**config.mk**
```make
export PLATFORM = sky130hd
export DESIGN_NAME = grey_scan_flat
export DESIGN_NICKNAME = d
export VERILOG_FILES = /design/src/rtl/grey_scan_if.sv /design/src/rtl/grey_scan.sv /design/src/flat_wrapper.sv
export SDC_FILE = /design/constraint.sdc
export NUM_CORES = 1
export LEC_CHECK = 0
export ABC_AREA = 1
export CORE_MARGIN = 5
export CORE_UTILIZATION = 42
export CTS_CLUSTER_DIAMETER = 60
export DETAILED_ROUTE_END_ITERATION = 10
export GPL_ROUTABILITY_DRIVEN = 0
export MAX_ROUTING_LAYER = met4
export PLACE_DENSITY = 0.69
export SLEW_MARGIN = 20
export SYNTH_ARGS = -nofsm -noshare
export SYNTH_HDL_FRONTEND = slang
export SYNTH_SLANG_ARGS = --single-unit
export TNS_END_PERCENT = 50
```
**constraint.sdc**
```tcl
create_clock -name CLK -period 4.35 [get_ports CLK]
set_clock_uncertainty 0.15 [all_clocks]
set_input_delay 0.87 -clock CLK [delete_from_list [all_inputs] [get_ports CLK]]
set_output_delay 0.87 -clock CLK [all_outputs]
set_load 0.1 [all_outputs]
```
**src/rtl/grey_scan_if.sv**
```systemverilog
// Pad-side bundle for grey_scan: Gray digit snapshot inputs and the
// multiplexed 7-segment display outputs.
interface grey_scan_if #(
    parameter int NDIG = 12
);
    logic [5*NDIG-1:0] DIGITS;
    logic              HOLD;
    logic [6:0]        SEG;
    logic              DP;
    logic [3:0]        DIG_IDX;
    logic              FRAME;

    modport master (
        output DIGITS,
        output HOLD,
        input  SEG,
        input  DP,
        input  DIG_IDX,
        input  FRAME
    );

    modport slave (
        input  DIGITS,
        input  HOLD,
        output SEG,
        output DP,
        output DIG_IDX,
        output FRAME
    );
endinterface

```
**src/rtl/grey_scan.sv**
```systemverilog
// Snapshots twelve Gray-coded decade digits once per frame and scans them onto a 7-segment bus.
// Optional leading-zero blanking is enabled by defining GREY_SCAN_LZB_EN.
module grey_scan #(
    parameter int DIV  = 4,
    parameter int NDIG = 12
) (
    input  logic      CLK,
    input  logic      RST,
    grey_scan_if.slave bus
);

    localparam int LAST = NDIG - 1;

    logic [15:0]        presc_q, presc_d;
    logic [3:0]         idx_q, idx_d;
    logic [5*NDIG-1:0]  snap_q, snap_d;
    logic [6:0]         seg_q, seg_d;
    logic               dp_q, dp_d;
    logic [3:0]         dig_idx_q, dig_idx_d;
    logic               frame_q, frame_d;

    logic               tick;
    logic [4:0]         gray_cur;
    logic [4:0]         bin_cur;
    logic               blank;

    function automatic logic [4:0] gray2bin(input logic [4:0] g);
        logic [4:0] b;
        b[4] = g[4];
        for (int k = 3; k >= 0; k--) begin
            b[k] = b[k+1] ^ g[k];
        end
        return b;
    endfunction

    function automatic logic [6:0] glyph(input logic [4:0] v);
        case (v)
            5'd0:    glyph = 7'h3F;
            5'd1:    glyph = 7'h06;
            5'd2:    glyph = 7'h5B;
            5'd3:    glyph = 7'h4F;
            5'd4:    glyph = 7'h66;
            5'd5:    glyph = 7'h6D;
            5'd6:    glyph = 7'h7D;
            5'd7:    glyph = 7'h07;
            5'd8:    glyph = 7'h7F;
            5'd9:    glyph = 7'h6F;
            default: glyph = 7'h40;
        endcase
    endfunction

    always_comb begin
        tick    = (presc_q == 16'(DIV - 1));
        presc_d = tick ? 16'd0 : presc_q + 16'd1;

        idx_d = idx_q;
        if (tick) begin
            idx_d = (idx_q == 4'(LAST)) ? 4'd0 : idx_q + 4'd1;
        end

        // Whole snapshot is taken in one edge so a frame never mixes two counter values.
        snap_d = snap_q;
        if (tick && (idx_q == 4'(LAST)) && !bus.HOLD) begin
            snap_d = bus.DIGITS;
        end

        gray_cur = 5'd0;
        for (int i = 0; i < NDIG; i++) begin
            if (idx_q == 4'(i)) begin
                gray_cur = snap_q[5*i +: 5];
            end
        end
        bin_cur = gray2bin(gray_cur);

        blank = 1'b0;
`ifdef GREY_SCAN_LZB_EN
        // Gray zero is binary zero; scan from the top so run_zero covers digits >= i.
        begin
            logic run_zero;
            run_zero = 1'b1;
            for (int i = LAST; i >= 0; i--) begin
                run_zero = run_zero && (snap_q[5*i +: 5] == 5'd0);
                if ((idx_q == 4'(i)) && (i != 0)) begin
                    blank = run_zero;
                end
            end
        end
`endif

        seg_d     = blank ? 7'h00 : glyph(bin_cur);
        dp_d      = !blank && ((idx_q == 4'd3) || (idx_q == 4'd6) || (idx_q == 4'd9));
        dig_idx_d = idx_q;
        frame_d   = (idx_q == 4'd0) && (dig_idx_q != 4'd0);
    end

    always_ff @(posedge CLK or negedge RST) begin
        if (!RST) begin
            presc_q   <= '0;
            idx_q     <= '0;
            snap_q    <= '0;
            seg_q     <= '0;
            dp_q      <= 1'b0;
            dig_idx_q <= '0;
            frame_q   <= 1'b0;
        end else begin
            presc_q   <= presc_d;
            idx_q     <= idx_d;
            snap_q    <= snap_d;
            seg_q     <= seg_d;
            dp_q      <= dp_d;
            dig_idx_q <= dig_idx_d;
            frame_q   <= frame_d;
        end
    end

    assign bus.SEG     = seg_q;
    assign bus.DP      = dp_q;
    assign bus.DIG_IDX = dig_idx_q;
    assign bus.FRAME   = frame_q;

endmodule

```
**src/flat_wrapper.sv**
```systemverilog
// flat-port wrapper written by rule: the top's interface ports become plain ports
module grey_scan_flat 
#(
    parameter int DIV  = 4,
    parameter int NDIG = 12
)
  (CLK, RST, bus_DIGITS, bus_HOLD, bus_SEG, bus_DP, bus_DIG_IDX, bus_FRAME);
  grey_scan_if #(.NDIG(NDIG)) bus_i ();
  input  logic CLK;
  input  logic RST;
  input wire logic [$bits(bus_i.DIGITS)-1:0] bus_DIGITS;
  input wire logic [$bits(bus_i.HOLD)-1:0] bus_HOLD;
  output wire logic [$bits(bus_i.SEG)-1:0] bus_SEG;
  output wire logic [$bits(bus_i.DP)-1:0] bus_DP;
  output wire logic [$bits(bus_i.DIG_IDX)-1:0] bus_DIG_IDX;
  output wire logic [$bits(bus_i.FRAME)-1:0] bus_FRAME;
  assign bus_i.DIGITS = bus_DIGITS;
  assign bus_i.HOLD = bus_HOLD;
  assign bus_SEG = bus_i.SEG;
  assign bus_DP = bus_i.DP;
  assign bus_DIG_IDX = bus_i.DIG_IDX;
  assign bus_FRAME = bus_i.FRAME;
  grey_scan #(.DIV(DIV), .NDIG(NDIG)) u_core (.CLK(CLK), .RST(RST), .bus(bus_i));
endmodule
```
# Yosys cells after proc, flatten, opt, wreduce, memory -nomap -nowiden
# Memory sizes are Yosys's and may differ from the RTL's.
# Cells that the tools add are included.
# totals
ff_bits,93
romBits,112
input_bits,63
output_inout_bits,13
elab_cells,49
memories,1
# classes
n_addsub,2
n_eq_ne,12
muxes,15
n_bitwise,4
n_reduce_logical,8
# memory_table
name,depth,width,rd,rd_clocked_by_memory_dff,wr,line_no,source
(name not given),16,7,1,0,0,grey_scan.sv:37,case (v)
# op_table
cell,count
5-bit two-way mux,12
"16-bit by 1-bit adder with 16-bit output, second input constant",1
"16-bit by 2-bit == test with 1-bit output, second input constant",1
"4-bit by 3-bit == test with 1-bit output, second input constant",4
"4-bit == test, second input constant",4
16-bit two-way mux,1
"4-bit by 2-bit == test with 1-bit output, second input constant",2
7-bit two-way mux,1
"4-bit by 1-bit adder with 4-bit output, second input constant",1
"4-bit by 1-bit == test with 1-bit output, second input constant",1
4-bit zero test,1
4-bit two-way mux,1
4-bit nonzero test,1
1-bit XOR,4
1-bit logical AND,3
1-bit logical OR,2
1-bit zero test,1

# Longest topological paths before layout
# An unclocked memory read counts as a cell.
# logic_depth
depth_word,19
ltp_mapped,28
mapped_depth_nobuf,28

# Worst setup path after synthesis
# Ideal clock, no wire load.
# synth_timing
path_type,flip-flop to flip-flop
startpoint,"register u_core.idx_q[0], in the netlist u_core.dig_idx_d[0]"
endpoint,"register u_core.seg_q[1], in the netlist u_core.bus.SEG[1]"
setup_ps,71
t_arrival_ps,3060
t_required_ps,4129
setup_slack_ps,1069
stages_incl_launch_ff,27
n_path_buf,0
synth_period_minus_slack_ps,3281
path_cell_list,dfrtp_1 > inv_1 > ha_1 > inv_1 > nor2_4 > nand2_1 > nand2_1 > inv_2 > nand2_1 > nand2_1 > nand2_1 > nand2_1 > nand2_1 > nand2_2 > nand2_4 > inv_4 > nand2_4 > nand2_4 > nand2_4 > nand2_2 > ha_1 > inv_1 > ha_1 > or2_2 > nand3_1 > nor2_1 > nor2_1
# synth_via
elab_chain_len,19
word_cells_on_any_way,30
classes_between,eq/ne: 11; mux: 13; bitwise: 4; reduce/logical: 1; memory: 1
# synth_rtl
item,line_no,source
from (decl),grey_scan.sv:15,"logic [3:0] idx_q, idx_d;"
from (signal assigned),grey_scan.sv:107,idx_q <= idx_d;
4-bit zero test,grey_scan.sv:69,if (idx_q == 4'(i)) begin
5-bit two-way mux (11 in series),grey_scan.sv:69,
5-bit two-way mux (*),grey_scan.sv:69,
1-bit XOR (4 in series),grey_scan.sv:31,b[k] = b[k+1] ^ g[k];
memory 16 x 7 bit,--,
7-bit two-way mux (*),grey_scan.sv:37,
named net u_core.seg_d[1],grey_scan.sv:17,"logic [6:0] seg_q, seg_d;"
to (signal assigned),grey_scan.sv:109,seg_q <= seg_d;
to (decl),grey_scan.sv:17,
# Mark *: on every way through the listed nets, which the timed path passes. The rest lies on a longest branch.
# A chain may end at the register's enable or synchronous reset.

# Final worst setup path
# layout_timing
startpoint,"register u_core.idx_q[1], in the netlist u_core.dig_idx_d[1]"
endpoint,"register u_core.seg_q[1], in the netlist u_core.bus.SEG[1]"
# The elaborated chain is that of the path after synthesis.

==> results.md <==
* Unique masters post-synth at 38
* Worst path arrival time at 4000 ps
* Power per cell area at 326 nW/um^2
* Non-filler cells, final at 729
* Largest cells by area after synthesis: dfrtp_1 (49%), mux2_2 (13%), nand2_1 (7.9%), inv_1 (4.6%), nor2_1 (3.7%)
* DRC marker count from the first detailed-route iteration at 159
* Sequential cell area fraction in the yosys report at 48.8%
* Count of state elements after synthesis at 93
* Startpoint of the worst-slack reg-to-reg timing path: u_core.dig_idx_d[1]$_DFFE_PN0N_
* Global route total overflow at 0
* Commonest non-fill, non-tap cell in the layout: nand2_1
* Hold-fix buffer count after cts at 0
* Width of the die at 117 um
* Simple logic cell fraction of the synthesized area at 24.0%
* Number of placed instances with taps included at 713
* Total iterations of the first detailed-routing run at 6
* Max Transition Viols Final at 0
* IO Pins at 76
* Number of maximum-capacitance violations at 0
* Total clock sinks at 93
* Compound-cell area share of the yosys netlist at 3.41%
* Fin Setup TNS at 0 ps
* Area delta synth->final at 26.1%
* Critical path class: register to register
* Endpoint of the lowest-slack register-to-register path: u_core.bus.SEG[1]$_DFF_PN0_
* Post-synth design cell area at 4770 sq um
* Critical-path maximum fanout at 10
* Final worst-path cycle share at 89.4%
* Most frequent cells in the layout: nand2_1 (99), dfrtp_1 (93), clkdlybuf4s50_1 (74), inv_1 (58), mux2_2 (57)
* Row Count at 39
* Standby leakage power at 2.93 nW
* Via Count at 3484
* Min-Delay Path Class: register to register
* Run status: finished clean
* Count of endpoints failing hold in the final timing report at 0
* GR Util All Layers at 16.3%
* Initial core utilization at 42.3%
* HPWL after detailed placement at 7.63 mm
* Summed area of non-filler cells in the final layout at 6020 sq um
* Worst Hold Endpoint: u_core.presc_q[0]$_DFF_PN0_
* Final worst slack at 463 ps
* Layout cells sized above 1 at 20.6%
* Mean instance size in the synthesized netlist at 9.53 sq um
* Instance area after placement at 5680 sq um
* Clock latency on the worst-skew pair at 340 ps
* Routed wire length per instance at 13.6 um
* Synth Area in XOR/XNOR at 0.734%
* Area fraction of the dominant cell type after synthesis at 48.8%
* Core area at 11300 sq um
* Minimum clock period at 3890 ps
* Die Area at 13600 sq um
* Detail Route Antenna Nets at 0
* Ant diodes at 0
* Initial antenna violation count at 0
* Slew at the pin closest to its max-slew limit at 990 ps
* Longest Clk Path Bufs at 2
* Reg-to-reg slack, setup at 460 ps
* Combinational family with the most area after synthesis: simple AND/OR/NAND/NOR gates
* Cell at the root of the clock tree: clkbuf_16
* Adder and majority gate portion of the synthesized area at 2.88%
* Number of buffers inserted to repair setup after CTS at 0
* Clock slew at reported path FFs at 70 ps
* Synthesized instance count at 501
* Residual DRC at 0
* Depth of the worst register-to-register path at 26
* IO buf count at 75
* Data required, critical path at 4460 ps
* Worst rel slew slack at 33.8%
* Number of global-route vias before repair at 3689
* Multiplexer area fraction after synthesis at 13.5%
* Peak VDD IR at 191 uV
* Fmax achieved at 257 MHz
* CTS tree: done
* RSZ-0062 raised after global routing: false
* Yosys warnings at 0
* Nets@finish at 655
* Total of cells resized after clock tree synthesis at 0
* Final routed wirelength across all metal layers at 9.91 mm
* Kind of launch point of the worst setup path: register
* # setup viols final at 0
* Number of H-tree levels at 3
* Die Height at 117 um
* Largest net degree at the start of global routing at 83
* Number of buffers created by CTS at 9
* Count of cells along the worst hold path at 1
* Vias/cell at 4.78
* Wire length of the first global-routing pass at 17.2 mm
* Cell type with the highest aggregate area in the netlist: dfrtp_1
* Source of the worst hold timing path: u_core.presc_q[0]$_DFF_PN0_
* Net count of the mapped netlist at 575
* WHS at 316 ps
* Worst slack, placed at 546 ps
* Crit path capture type: register
## final cells by class
cell class                 instances  area, sq um
fill                             983         5260
timing repair buffer              78          787
sequential                        93         2330
inverter                          70          268
clock inverter                     7          103
clock buffer                       9          225
tap                              143          179
multi-input combinational        329         2130
## logic make-up after synthesis
logic type	after synthesis
flip-flops	93
adder cells (fa/ha/maj)	11
AND/OR/NAND/NOR	228
multiplexers	57
XOR/XNOR	4
buffers and inverters	79
AO/OA/AOI/OAI	29
## critical path, cell delays in order (launching register included)
cell	delay [ps]
dfrtp_1	430
inv_1	110
ha_1	410
inv_1	200
nor2_4	150
nand2_1	60
nand3_1	60
nand2_1	50
nand3b_1	100
nand2_1	60
nand2_1	60
nand2_1	50
nand2_1	50
nand2_1	50
nand2_1	70
nand2_2	70
nand2_4	120
inv_2	70
nand3_4	100
nand2_2	70
ha_1	340
inv_1	90
ha_1	310
or2_2	300
nand3_1	120
nor2_1	50
nor2_1	90
## sequential cells by signal (all words and copies together) (netlist names)
signal and count:
u_core.dig_idx_d 4, u_core.bus.DIG_IDX 4, u_core.bus.SEG 7, u_core.bus.DP 1, u_core.presc_q 16, u_core.bus.FRAME 1, u_core.snap_q 60
## how the worst max path moves through the flow
stage	start	endpoint	slack, ps	cells after the start
CTS	u_core.dig_idx_d[1]$_DFFE_PN0N_	u_core.bus.SEG[1]$_DFF_PN0_	480	26
detailed placement	u_core.dig_idx_d[1]$_DFFE_PN0N_	u_core.bus.SEG[1]$_DFF_PN0_	550	26
global route	u_core.dig_idx_d[1]$_DFFE_PN0N_	u_core.bus.SEG[1]$_DFF_PN0_	30	26
global placement	u_core.dig_idx_d[1]$_DFFE_PN0N_	u_core.bus.SEG[1]$_DFF_PN0_	680	26
floorplan	u_core.dig_idx_d[0]$_DFFE_PN0N_	u_core.bus.SEG[1]$_DFF_PN0_	1070	26
finish	u_core.dig_idx_d[1]$_DFFE_PN0N_	u_core.bus.SEG[1]$_DFF_PN0_	460	26
## Yosys cell counts, drive strengths merged
cell	count
a21oi	12
nor4	3
o21bai	1
mux2	57
or2	8
xor2	3
ha	11
nand2	116
nor2	54
nand3	30
xnor2	1
nand3b	3
dfrtp	93
buf	8
o211ai	2
nor3	3
clkbuf	1
o21a	1
o21ai	12
inv	70
o2111ai	1
nand4	11
## power by group
| group | internal, W | total (W) | switching, W |
|---|---|---|---|
| clock | 0.000513 | 0.000852 | 0.000339 |
| combinational | 0.0000965 | 0.000196 | 0.0000997 |
| sequential | 0.000897 | 0.000914 | 0.0000170 |
## stage by stage
step                util [%]  power (W)
finish                  53.4    0.00196
global route            53.4    0.00204
CTS                     53.3    0.00198
detailed placement      50.4    0.00113
global placement        50.4    0.00112
floorplan                  -    0.00102
## layer usage
metal,vias to the layer above,wire [um],track usage (%),part of all wire (%)
li1,1757,-,-,-
met1,1654,4520,21.1,46
met2,63,4990,27.2,50
met3,10,335,3.01,3.4
met4,0,67,2.98,0.68
met5,-,0,-,0
(Power assumes the default switching activity.)
